===== src/rtl/button_debounce_bank_if.sv =====
// Button bank signal bundle: raw pads in, conditioned level/pulse outputs back.
// No valid/ready: btn_level/btn_long are levels; press/release/repeat are single-cycle strobes.
interface button_debounce_bank_if #(
  parameter int NCH = 5
);
  logic [NCH-1:0] btn_in;
  logic [NCH-1:0] btn_level;
  logic [NCH-1:0] btn_press;
  logic [NCH-1:0] btn_release;
  logic [NCH-1:0] btn_long;
  logic [NCH-1:0] btn_repeat;

  modport master (
    output btn_in,
    input  btn_level,
    input  btn_press,
    input  btn_release,
    input  btn_long,
    input  btn_repeat
  );

  modport slave (
    input  btn_in,
    output btn_level,
    output btn_press,
    output btn_release,
    output btn_long,
    output btn_repeat
  );
endinterface


===== src/rtl/button_debounce_bank.sv =====
// Multi-channel push-button conditioner: sync, tick-based debounce, press/release
// strobes, long-press flag and auto-repeat, all channels sharing one tick divider.
module button_debounce_bank #(
  parameter int NCH          = 5,
  parameter int CLK_DIV      = 100000,
  parameter int DB_TICKS     = 20,
  parameter int LONG_TICKS   = 1000,
  parameter int REPEAT_TICKS = 200
) (
  input  logic                 clk,
  input  logic                 reset_n,
  button_debounce_bank_if.slave bus
);

  localparam int TW = $clog2(CLK_DIV);
  localparam int CW = $clog2(DB_TICKS + 1);
  localparam int HW = $clog2(LONG_TICKS + 1);
  localparam int RW = $clog2(REPEAT_TICKS + 1);

  localparam logic [TW-1:0] TICK_LAST = TW'(CLK_DIV - 1);
  localparam logic [CW-1:0] DB_LAST   = CW'(DB_TICKS - 1);
  localparam logic [HW-1:0] H_LAST    = HW'(LONG_TICKS - 1);
  localparam logic [HW-1:0] H_MAX     = HW'(LONG_TICKS);
  localparam logic [RW-1:0] R_LAST    = RW'(REPEAT_TICKS - 1);

  logic [TW-1:0] div_cnt;
  logic          tick;

  assign tick = (div_cnt == TICK_LAST);

  always_ff @(posedge clk or negedge reset_n) begin
    if (!reset_n) begin
      div_cnt <= '0;
    end else if (tick) begin
      div_cnt <= '0;
    end else begin
      div_cnt <= div_cnt + 1'b1;
    end
  end

  for (genvar g = 0; g < NCH; g++) begin : g_ch
    logic          s1;
    logic          s2;
    logic          lvl;
    logic          prs;
    logic          rls;
    logic          lng;
    logic          rpt;
    logic [CW-1:0] c;
    logic [HW-1:0] h;
    logic [RW-1:0] r;
    logic          accept;

    // accept marks the edge on which the synchronised input becomes the new level
    assign accept = (s2 != lvl) && tick && (c == DB_LAST);

    always_ff @(posedge clk or negedge reset_n) begin
      if (!reset_n) begin
        s1  <= 1'b0;
        s2  <= 1'b0;
        lvl <= 1'b0;
        prs <= 1'b0;
        rls <= 1'b0;
        lng <= 1'b0;
        rpt <= 1'b0;
        c   <= '0;
        h   <= '0;
        r   <= '0;
      end else begin
        s1  <= bus.btn_in[g];
        s2  <= s1;
        prs <= accept && s2;
        rls <= accept && !s2;
        rpt <= 1'b0;

        if (s2 == lvl) begin
          c <= '0;
        end else if (tick) begin
          if (c == DB_LAST) begin
            lvl <= s2;
            c   <= '0;
          end else begin
            c <= c + 1'b1;
          end
        end

        // A release accepted on a tick edge takes priority over any hold/repeat event.
        if (!lvl || (accept && !s2)) begin
          h   <= '0;
          r   <= '0;
          lng <= 1'b0;
        end else if (tick) begin
          if (h != H_MAX) begin
            h <= h + 1'b1;
          end
          if (h == H_LAST) begin
            lng <= 1'b1;
            rpt <= 1'b1;
            r   <= '0;
          end else if (lng) begin
            if (r == R_LAST) begin
              rpt <= 1'b1;
              r   <= '0;
            end else begin
              r <= r + 1'b1;
            end
          end
        end
      end
    end

    assign bus.btn_level[g]   = lvl;
    assign bus.btn_press[g]   = prs;
    assign bus.btn_release[g] = rls;
    assign bus.btn_long[g]    = lng;
    assign bus.btn_repeat[g]  = rpt;
  end

endmodule


===== src/flat_wrapper.sv =====
// flat-port wrapper written by rule: the top's interface ports become plain ports
module button_debounce_bank_flat 
#(
  parameter int NCH          = 5,
  parameter int CLK_DIV      = 100000,
  parameter int DB_TICKS     = 20,
  parameter int LONG_TICKS   = 1000,
  parameter int REPEAT_TICKS = 200
)
  (clk, reset_n, bus_btn_in, bus_btn_level, bus_btn_press, bus_btn_release, bus_btn_long, bus_btn_repeat);
  button_debounce_bank_if #(.NCH(NCH)) bus_i ();
  input  logic clk;
  input  logic reset_n;
  input wire logic [$bits(bus_i.btn_in)-1:0] bus_btn_in;
  output wire logic [$bits(bus_i.btn_level)-1:0] bus_btn_level;
  output wire logic [$bits(bus_i.btn_press)-1:0] bus_btn_press;
  output wire logic [$bits(bus_i.btn_release)-1:0] bus_btn_release;
  output wire logic [$bits(bus_i.btn_long)-1:0] bus_btn_long;
  output wire logic [$bits(bus_i.btn_repeat)-1:0] bus_btn_repeat;
  assign bus_i.btn_in = bus_btn_in;
  assign bus_btn_level = bus_i.btn_level;
  assign bus_btn_press = bus_i.btn_press;
  assign bus_btn_release = bus_i.btn_release;
  assign bus_btn_long = bus_i.btn_long;
  assign bus_btn_repeat = bus_i.btn_repeat;
  button_debounce_bank #(.NCH(NCH), .CLK_DIV(CLK_DIV), .DB_TICKS(DB_TICKS), .LONG_TICKS(LONG_TICKS), .REPEAT_TICKS(REPEAT_TICKS)) u_core (.clk(clk), .reset_n(reset_n), .bus(bus_i));
endmodule

===== config.mk =====
export PLATFORM = sky130hd
export DESIGN_NAME = button_debounce_bank_flat
export DESIGN_NICKNAME = d
export VERILOG_FILES = /design/src/rtl/button_debounce_bank_if.sv /design/src/rtl/button_debounce_bank.sv /design/src/flat_wrapper.sv
export SDC_FILE = /design/constraint.sdc
export NUM_CORES = 1
export LEC_CHECK = 0
export CAP_MARGIN = 20
export CORE_UTILIZATION = 55
export CTS_BUF_LIST = sky130_fd_sc_hd__clkbuf_2
export DETAILED_ROUTE_END_ITERATION = 16
export GPL_ROUTABILITY_DRIVEN = 0
export HOLD_SLACK_MARGIN = 0.05
export PLACE_DENSITY = 0.72
export RECOVER_POWER = 25
export SLEW_MARGIN = 20
export SYNTH_ARGS = -nofsm -noshare
export SYNTH_HDL_FRONTEND = slang
export SYNTH_SLANG_ARGS = --single-unit

===== constraint.sdc =====
create_clock -name clk -period 5.1 [get_ports clk]
set_input_delay 0.765 -clock clk [delete_from_list [all_inputs] [get_ports clk]]
set_output_delay 0.765 -clock clk [all_outputs]
set_load 0.1 [all_outputs]

# Word-level counts from Yosys, hierarchy flattened
# Index checks and enable logic that the tools add are counted.
# Widths: inputs -> output; s select.
# totals
mem_count	0
latchBits	0
in_bits	7
mem_bits_rw	0
register_bits	167
out_inout_bits	25
wordCells	279
romBits	0
# op_classes
div	0
multipliers	0
add_sub_neg	16
shifts	0
magnitude_cmp	0
n_eq_ne	31
reduce_logical	80
bitwise_logic	5
muxes	96
# op_table
operator	count
$mux 8	25
$mux 10	15
$mux 5	15
$add 10x1->10 const B	5
$eq 10x10->1 const B	5
$ne 10x10->1 const B	5
$add 8x1->8 const B	5
$eq 8x8->1 const B	5
$mux 1	40
$reduce_bool 2->1	20
$reduce_and 2->1	15
$add 5x1->5 const B	5
$eq 5x5->1 const B	5
$logic_and 1x1->1	20
$add 17x1->17 const B	1
$eq 17x17->1 const B	1
$mux 17	1
$reduce_and 3->1	5
$reduce_bool 3->1	5
$logic_not 1->1	10
$eq 1x1->1	5
$logic_or 1x1->1	5
$ne 1x1->1	5
$not 1->1	5

# Logic depth before layout (Yosys ltp)
# Gate-level depths: netlist of run 1.
# depth
word_depth	7
depth_mapped	8
ltp_nobuf	7

# Least setup slack after synthesis of run 1
# OpenSTA, ideal clock, no wires.
# synth_timing
path_type	register -> register
start	register u_core.div_cnt[11]
end	register u_core.g_ch[4].r[5]
t_required_ps	5022
path_stages_with_launch	7
t_arrival_ps	2222
path_slack_ps	2801
setup_ps	78
synth_period_minus_slack_ps	2299
path_buffers	1
cell_sequence	dfrtp_1 -> or4_4 -> nor4_4 -> buf_6 -> o32ai_4 -> or4_1 -> a21oi_1
# synth_between
elab_chain_len	7
elab_cells_between_ends	9
classes_between	1 x eq/ne; 1 x mux; 7 x reduce/logical
# synth_lines
element	line	source
from (decl)	button_debounce_bank.sv:26	logic [TW-1:0] div_cnt;
from (signal assigned)	button_debounce_bank.sv:37	div_cnt <= div_cnt + 1'b1;
$eq 17x17->1 (*)	button_debounce_bank.sv:29	assign tick = (div_cnt == TICK_LAST);
$logic_and 1x1->1 (2 in series)	button_debounce_bank.sv:55	assign accept = (s2 != lvl) && tick && (c == DB_LAST);
$logic_and 1x1->1	button_debounce_bank.sv:88	if (!lvl || (accept && !s2)) begin
$logic_or 1x1->1	button_debounce_bank.sv:88	
$reduce_bool 3->1 (no source line) / $reduce_bool 2->1 (equally long branches)	--	
$reduce_and 2->1 (no source line)	--	
to (signal assigned)	button_debounce_bank.sv:105	r <= r + 1'b1;
to (decl)	button_debounce_bank.sv:51	logic [RW-1:0] r;
# Every way passes the cells marked *; elsewhere a longest branch is shown, timed or not.
# A chain may end at the register's enable or synchronous reset.

# Worst setup path after layout of run 1
# layout_timing
start	register u_core.g_ch[3].lng
end	output port bus_btn_long[3]
# layout_rtl
element	line	source
from (decl)	button_debounce_bank.sv:47	logic lng;
from (signal assigned)	button_debounce_bank.sv:64	lng <= 1'b0;
from (signal assigned)	button_debounce_bank.sv:91	lng <= 1'b0;
from (signal assigned)	button_debounce_bank.sv:97	lng <= 1'b1;
to (decl)	flat_wrapper.sv:18	output wire logic [$bits(bus_i.btn_long)-1:0] bus_btn_long;
# No word-level cell between the ends.

==> out/results.tsv, run 1 <==
metric	value	unit
largest net degree at the start of global routing	95	
Final Max Tran Viols	95	
synthesis-to-layout area growth	7.24	%
netlist area before placement	8590	sq um
sequential standard cell area	4180	sq um
combinational share of power	1.6	%
end of the worst register-to-register path	u_core.g_ch[1].r[6]	
global-route wire length before repair	28700	um
violations in the final reports	capacitance limit, slew limit	
run status	finished, violations left	
initial antenna violation count	1	
most frequent cell after synthesis	sky130_fd_sc_hd__dfrtp_1	
crit end category	primary output	
Skew-Pair Late Insertion Delay	0.76	ns
hold_ws	0.382	ns
x dimension of the die	127	um
Synth Net Count	942	
multi-input gate area in the final layout	3970	sq um
cell area power density	240	nW/um^2
P_int	1.71	mW
CTS tree	yes	
distinct cell type count after synthesis	52	
sequential area share after synthesis	48.7	%
switching share of power	22.4	%
Max Fclk	301	MHz
clock share of power	38.1	%
count of unresolved DRC violations after routing	0	
fraction of final layout cells sized beyond drive strength 1	6.22	%
number of storage elements in the synthesis netlist	167	
die height	127	um
share of the synthesized area in the top cell type	48.7	%
worst setup skew after layout	0.0465	ns
gate count after technology mapping	914	
worst supply voltage drop on vdd	0.209	mV
final setup violating endpoints	0	
signal arrival time at the worst endpoint	2.56	ns
io pins	32	
Crit path required time	4.34	ns
list of cells traversed by the critical path	clkdlybuf4s50_1	
max-cap violations	1	
fin crit share	65.2	%
family with the most delay on the worst path	buffers and inverters	
cells on worst reg2reg path	7	
clock period minus worst slack	3.33	ns
Tightest Hold Check Type	reg -> reg	
Static Leakage	3.51	nW
Max stage delay on crit path	1.20	ns
fillers	1295	
unrepaired setup endpoints after global routing	no	
Initial Utilization	56.5	%
total number of vias	6534	
kind of launch point of the worst setup path	flop	
Avg WL per Cell	14.9	um
relative slew slack	-51.9	%
Post-Place Setup Slack	1.86	ns
via count of the first global-routing pass	6101	
share of async-settable or async-resettable flops after synthesis	100	%
post-route setup slack	1.77	ns
number of vias per cell	5.82	
count of buffering cells on the critical path with inverters included	1	
start point of the worst min-delay path	u_core.g_ch[4].s1	
Layout Nets	948	
total count of hold-check failures in the final report	0	
cell depth of the worst hold path	0	
startpoint of the lowest-slack register-to-register path	u_core.div_cnt[0]	
total CTS buffers	17	
Placeable Area	15200	sq um
Seq pwr share	60.4	%
primary flip-flop cell chosen by synthesis mapping	sky130_fd_sc_hd__dfrtp_1	
Die Outline Area	16100	sq um
library cell with the largest summed area after synthesis	sky130_fd_sc_hd__dfrtp_1	
number of warnings reported in the yosys synthesis log	0	
worst-path cell with the longest stage delay	sky130_fd_sc_hd__clkdlybuf4s50_1	
total global routing track utilization	22.2	%
global route overflow	0	
Synth top cells by count	167 x sky130_fd_sc_hd__dfrtp_1, 88 x sky130_fd_sc_hd__nor2_1, 86 x sky130_fd_sc_hd__a21oi_1, 86 x sky130_fd_sc_hd__nand2_1, 41 x sky130_fd_sc_hd__nand3_1	
Setup CP Type	reg -> out	
crit-path max FO	12	
number of enable flip-flop cells after synthesis	0	
clock slew at the register clock pins of the worst setup and hold paths	0.22	ns
detailed placer's ending HPWL	10900	um
placement row count	45	
iteration count of the initial detailed-routing pass	5	
WL final	16700	um
switching power	0.495	mW
average cell area after synthesis	9.40	sq um
count of antenna-violating nets left after detailed routing	0	
R2R Setup Slk	1.83	ns
CTS resizes	0	
iteration-0 DRC count of the detailed router	501	
top cells by area, synth	sky130_fd_sc_hd__dfrtp_1 49%, sky130_fd_sc_hd__a21oi_1 5.0%, sky130_fd_sc_hd__nor2_1 3.8%	
slew at the pin closest to its max-slew limit	2.28	ns
clock tree root driver cell	sky130_fd_sc_hd__clkbuf_2	
clock sink total	167	
setup TNS	0	ns
input/output buffers	31	
clk buf depth	2	
CTS HTree Levels	4	
endpoint of the worst hold path	u_core.g_ch[4].s2	
==> power groups by stage <==
| stage | sequential [mW] | combinational (mW) | clock, mW |
|---|---|---|---|
| after detailed placement | 1.36 | 0.0377 | 0 |
| final | 1.33 | 0.0346 | 0.841 |
| after global placement | 1.36 | 0.0376 | 0 |
| after global routing | 1.34 | 0.0418 | 0.917 |
| after floorplan | 1.36 | 0.00410 | 0 |
| after CTS | 1.33 | 0.0384 | 0.861 |
==> per-layer routing <==
metal  vias to the layer above  global-route usage (%)  routed length (um)
met1                      3170                    30.6                8380
met2                       108                    35.5                7610
met4                         0                    6.37                 172
met3                        12                    4.43                 551
met5                         -                       0                   0
li1                       3244                       -                   -
==> state kept, by name (all words and copies together), names as in the netlist <==
register / cells
u_core.g_ch.rls: 5
u_core.g_ch.lng: 5
u_core.g_ch.h: 50
u_core.g_ch.r: 40
u_core.g_ch.rpt: 5
u_core.g_ch.c: 25
u_core.g_ch.s1: 5
u_core.g_ch.lvl: 5
u_core.g_ch.prs: 5
u_core.div_cnt: 17
u_core.g_ch.s2: 5
==> through the flow <==
stage | instances | area (sq um) | total power [mW] | util, %
6_report | 1122 | 9210 | 2.21 | 60.6
3_3_place_gp | 1088 | 8900 | 1.39 | 58.6
4_1_cts | 1121 | 9210 | 2.23 | 60.6
3_5_place_dp | 1088 | 8900 | 1.39 | 58.6
2_1_floorplan | 914 | 8590 | 1.36 | -
5_1_grt | 1122 | 9210 | 2.29 | 60.6
==> logic make-up (layout without fill, tap and decap cells) <==
group | after synthesis | count (layout) | synth area share [%]
buf+inv | 88 | 107 | 5.30
other cells | 0 | 1 | 0
flops | 167 | 167 | 48.7
compound gates | 168 | 168 | 11.3
simple gates | 405 | 405 | 25.1
xor+xnor | 65 | 65 | 6.63
fa+ha+maj | 21 | 21 | 3.06
==> worst max path at each step <==
stage / startpoint / endpoint / slack (ns) / cells after the start
after floorplan: u_core.div_cnt[11] / u_core.g_ch[4].r[5] / 2.80 / 6
after global placement: u_core.div_cnt[0] / u_core.g_ch[2].r[7] / 1.93 / 6
after detailed placement: u_core.div_cnt[0] / u_core.g_ch[1].r[6] / 1.86 / 7
after CTS: u_core.g_ch[3].lng / bus_btn_long[3] / 1.73 / 1
after global routing: u_core.div_cnt[0] / u_core.g_ch[2].r[7] / 1.58 / 6
final: u_core.g_ch[3].lng / bus_btn_long[3] / 1.77 / 1
==> area by class of cell <==
type | instances | area share [%]
repair buffers | 45 | 4.48
flip-flops and latches | 167 | 45.4
well taps | 188 | 2.55
inverters | 30 | 1.22
clock buffers | 20 | 1.09
diodes | 1 | 0.0272
multi-input cells | 659 | 43.1
clock inverters | 12 | 2.16
==> placed cells by master, fill, tap and decap left out, types with 3 or more instances in the layout <==
master / instances
sky130_fd_sc_hd__nand2_1: 86
sky130_fd_sc_hd__inv_1: 30
sky130_fd_sc_hd__ha_1: 21
sky130_fd_sc_hd__xnor2_1: 35
sky130_fd_sc_hd__dlygate4sd3_1: 6
sky130_fd_sc_hd__or3_1: 16
sky130_fd_sc_hd__nand3_1: 41
sky130_fd_sc_hd__and2_1: 11
sky130_fd_sc_hd__nor3b_1: 3
sky130_fd_sc_hd__nor2b_1: 8
sky130_fd_sc_hd__o22ai_1: 9
sky130_fd_sc_hd__nor4bb_1: 5
sky130_fd_sc_hd__dfrtp_1: 167
sky130_fd_sc_hd__o21bai_1: 4
sky130_fd_sc_hd__nor4_2: 4
sky130_fd_sc_hd__or4_1: 20
sky130_fd_sc_hd__xor2_1: 30
sky130_fd_sc_hd__nand4b_1: 6
sky130_fd_sc_hd__a21o_1: 4
sky130_fd_sc_hd__clkdlybuf4s50_1: 25
sky130_fd_sc_hd__a21oi_1: 86
sky130_fd_sc_hd__nand4_1: 40
sky130_fd_sc_hd__nor3_1: 30
sky130_fd_sc_hd__a31oi_1: 3
sky130_fd_sc_hd__and4_1: 4
sky130_fd_sc_hd__and3_1: 7
sky130_fd_sc_hd__buf_4: 13
sky130_fd_sc_hd__a211o_1: 3
sky130_fd_sc_hd__clkbuf_2: 21
sky130_fd_sc_hd__o21ai_0: 38
sky130_fd_sc_hd__bufinv_16: 5
sky130_fd_sc_hd__o31ai_1: 10
sky130_fd_sc_hd__clkinv_2: 3
sky130_fd_sc_hd__nor4_1: 13
sky130_fd_sc_hd__nand2b_1: 12
sky130_fd_sc_hd__nor2_1: 88
==> timing repair <==
item | CTS | global route
hold buffers | 1 | 0
endpoints found under the hold margin | 8 | 0
setup buffers | 0 | 0
(Power assumes the default switching activity.)
==> inputs of run 2 (changes only) <==
==> constraint.sdc (replaced) <==
create_clock -name clk -period 3.33 [get_ports clk]
set_input_delay 0.4995 -clock clk [delete_from_list [all_inputs] [get_ports clk]]
set_output_delay 0.4995 -clock clk [all_outputs]
set_load 0.1 [all_outputs]
==> run 2 against run 1 <==
Compared with the run above: the flow still finishes with violations (capacitance limit, slew limit); flip-flop and latch count is the same; hold slack lost 0.094 ns; sequential share of layout area shrank 0.092 points; sequential power grew 53%; routed wire length grew 0.64%; final cell count grew 0.98%.
==> out/results.tsv, run 2 (same netlist as run 1, synthesis figures left out) <==
metric	value	unit	change
final setup violating endpoints	0		unchanged
fillers	1308		+1.0%
violations in the final reports	capacitance limit, slew limit		
total number of vias	6659		+1.9%
commonest non-fill, non-tap cell in the layout	sky130_fd_sc_hd__dfrtp_1		
cell area power density	345	nW/um^2	+44%
clk buf depth	2		unchanged
signal arrival time at the worst endpoint	3.57	ns	+1.01 ns
sequential standard cell area	4180	sq um	unchanged
clock tree root driver cell	sky130_fd_sc_hd__clkbuf_2		
worst-path cell with the longest stage delay	sky130_fd_sc_hd__or4_1		
number of vias per cell	5.88		+0.92%
io pins	32		unchanged
iteration-0 DRC count of the detailed router	548		+9.4%
CTS tree	yes		
synthesis-to-layout area growth	7.46	%	
kind of launch point of the worst setup path	flop		
clock period minus worst slack	2.90	ns	
worst setup skew after layout	0.0314	ns	-0.0151 ns
iteration count of the initial detailed-routing pass	5		unchanged
placement row count	45		unchanged
largest net degree at the start of global routing	85		-11%
setup TNS	0	ns	unchanged
count of unresolved DRC violations after routing	0		unchanged
Crit path required time	4.00	ns	-0.34 ns
family with the most delay on the worst path	simple AND/OR/NAND/NOR gates		
via count of the first global-routing pass	6147		+0.75%
fraction of final layout cells sized beyond drive strength 1	7.52	%	+1.3 points
Die Outline Area	16100	sq um	unchanged
Initial Utilization	56.5	%	unchanged
register bank with the most flops	u_core.g_ch.h		
worst supply voltage drop on vdd	0.324	mV	+55%
Skew-Pair Late Insertion Delay	0.76	ns	about the same
Max Fclk	345	MHz	
run status	finished, violations left		
input/output buffers	31		unchanged
total count of hold-check failures in the final report	0		unchanged
max FFs per register	50		unchanged
Tightest Hold Check Type	in -> reg		
relative slew slack	-35.2	%	+17 points
global-route wire length before repair	29000	um	+1.1%
Max stage delay on crit path	1.10	ns	-0.10 ns
fin crit share	87.1	%	
Design Area, Final	9230	sq um	+0.20%
final core utilization	60.7	%	+0.12 points
CTS HTree Levels	4		unchanged
total CTS buffers	17		unchanged
max-cap violations	1		unchanged
crit-path max FO	27		+15
list of cells traversed by the critical path	ha_1 > nand4_1 > or4_1 > nor4_1 > xnor2_1 > nor2_1		
die height	127	um	unchanged
Avg WL per Cell	14.8	um	-0.34%
clock slew at the register clock pins of the worst setup and hold paths	0.22	ns	about the same
global route overflow	0		unchanged
x dimension of the die	127	um	unchanged
crit end category	flop		
commonest cells after routing, fill and taps aside	167 x sky130_fd_sc_hd__dfrtp_1, 88 x sky130_fd_sc_hd__nor2_1, 86 x sky130_fd_sc_hd__nand2_1, 86 x sky130_fd_sc_hd__a21oi_1, 41 x sky130_fd_sc_hd__nand3_1		
slew at the pin closest to its max-slew limit	2.03	ns	-0.250 ns
Layout Nets	960		+1.3%
placed instance area	8990	sq um	+0.98%
hold_ws	0.288	ns	-0.0939 ns
unrepaired setup endpoints after global routing	no		
initial antenna violation count	1		unchanged
count of antenna-violating nets left after detailed routing	0		unchanged
Top Registers	u_core.g_ch.h x50, u_core.g_ch.r x40, u_core.g_ch.c x25		
multi-input gate area in the final layout	3970	sq um	unchanged
count of buffering cells on the critical path with inverters included	0		-1
Final Max Tran Viols	84		-12%
WL final	16800	um	+0.64%
detailed placer's ending HPWL	11200	um	+2.7%
Setup CP Type	reg -> reg		
Total Power	3.18	mW	+44%
Static Leakage	3.55	nW	+1.1%
total global routing track utilization	22.4	%	+0.25 points
Placeable Area	15200	sq um	unchanged
clock sink total	167		unchanged
run 2: cell types whose count changed in the layout (fill, tap and decap cells not counted), sizes merged:
| cell | delta |
|---|---|
| clkbuf | -1 |
| buf | +18 |
| clkdlybuf4s50 | -6 |
| inv | -1 |
| bufinv | -2 |
| clkinvlp | +1 |
| clkinv | +2 |
run 2: final cells by class:
type                    count  share of cell area, %
inverters                  30                   1.22
repair buffers             57                   5.42
flip-flops and latches    167                   45.3
clock buffers              19                   1.03
diodes                      1                 0.0271
clock inverters            12                   1.46
multi-input cells         659                   43.0
well taps                 188                   2.55
run 2: metrics by stage:
| stage | cells | setup WS, ns |
|---|---|---|
| 2_1_floorplan | 914 | 1.03 |
| 3_3_place_gp | 1100 | 0.536 |
| 3_5_place_dp | 1100 | 0.471 |
| 4_1_cts | 1132 | 0.407 |
| 5_1_grt | 1133 | 0.254 |
| 6_report | 1133 | 0.429 |
run 2: worst paths after layout:
check / depth (start not counted) / slack, ns / startpoint / endpoint
max in group asynchronous: 3 / 1.23 / reset_n / u_core.g_ch[2].r[7]
worst min register to register: 0 / 0.38 / u_core.g_ch[3].s1 / u_core.g_ch[3].s2
worst max register to register: 6 / 0.43 / u_core.div_cnt[0] / u_core.g_ch[2].h[8]
worst min-delay path: 1 / 0.29 / bus_btn_in[1] / u_core.g_ch[1].s1
min in group asynchronous: 2 / 0.84 / reset_n / u_core.g_ch[0].h[8]
worst max-delay path: 6 / 0.43 / u_core.div_cnt[0] / u_core.g_ch[2].h[8]
run 2: metal layers:
| layer | track usage (%) | part of all wire, % | vias up |
|---|---|---|---|
| li1 | - | - | 3278 |
| met1 | 31.8 | 50 | 3237 |
| met2 | 34.5 | 44 | 126 |
| met3 | 4.47 | 3.8 | 18 |
| met4 | 7.35 | 1.6 | 0 |
| met5 | 0 | 0 | - |
run 2: where the power goes:
| group | internal, mW | switching [mW] |
|---|---|---|
| sequential | 2.04 | 0.00425 |
| clock | 0.406 | 0.679 |
| combinational | 0.0116 | 0.0443 |
| total | 2.46 | 0.727 |
run 2: what timing repair did:
action | 4_1_cts | 5_1_grt
hold buffers | 1 | 0
buffers inserted | 0 | 0
hold endpoints to repair | 81 | 0
resized for setup | 0 | 0
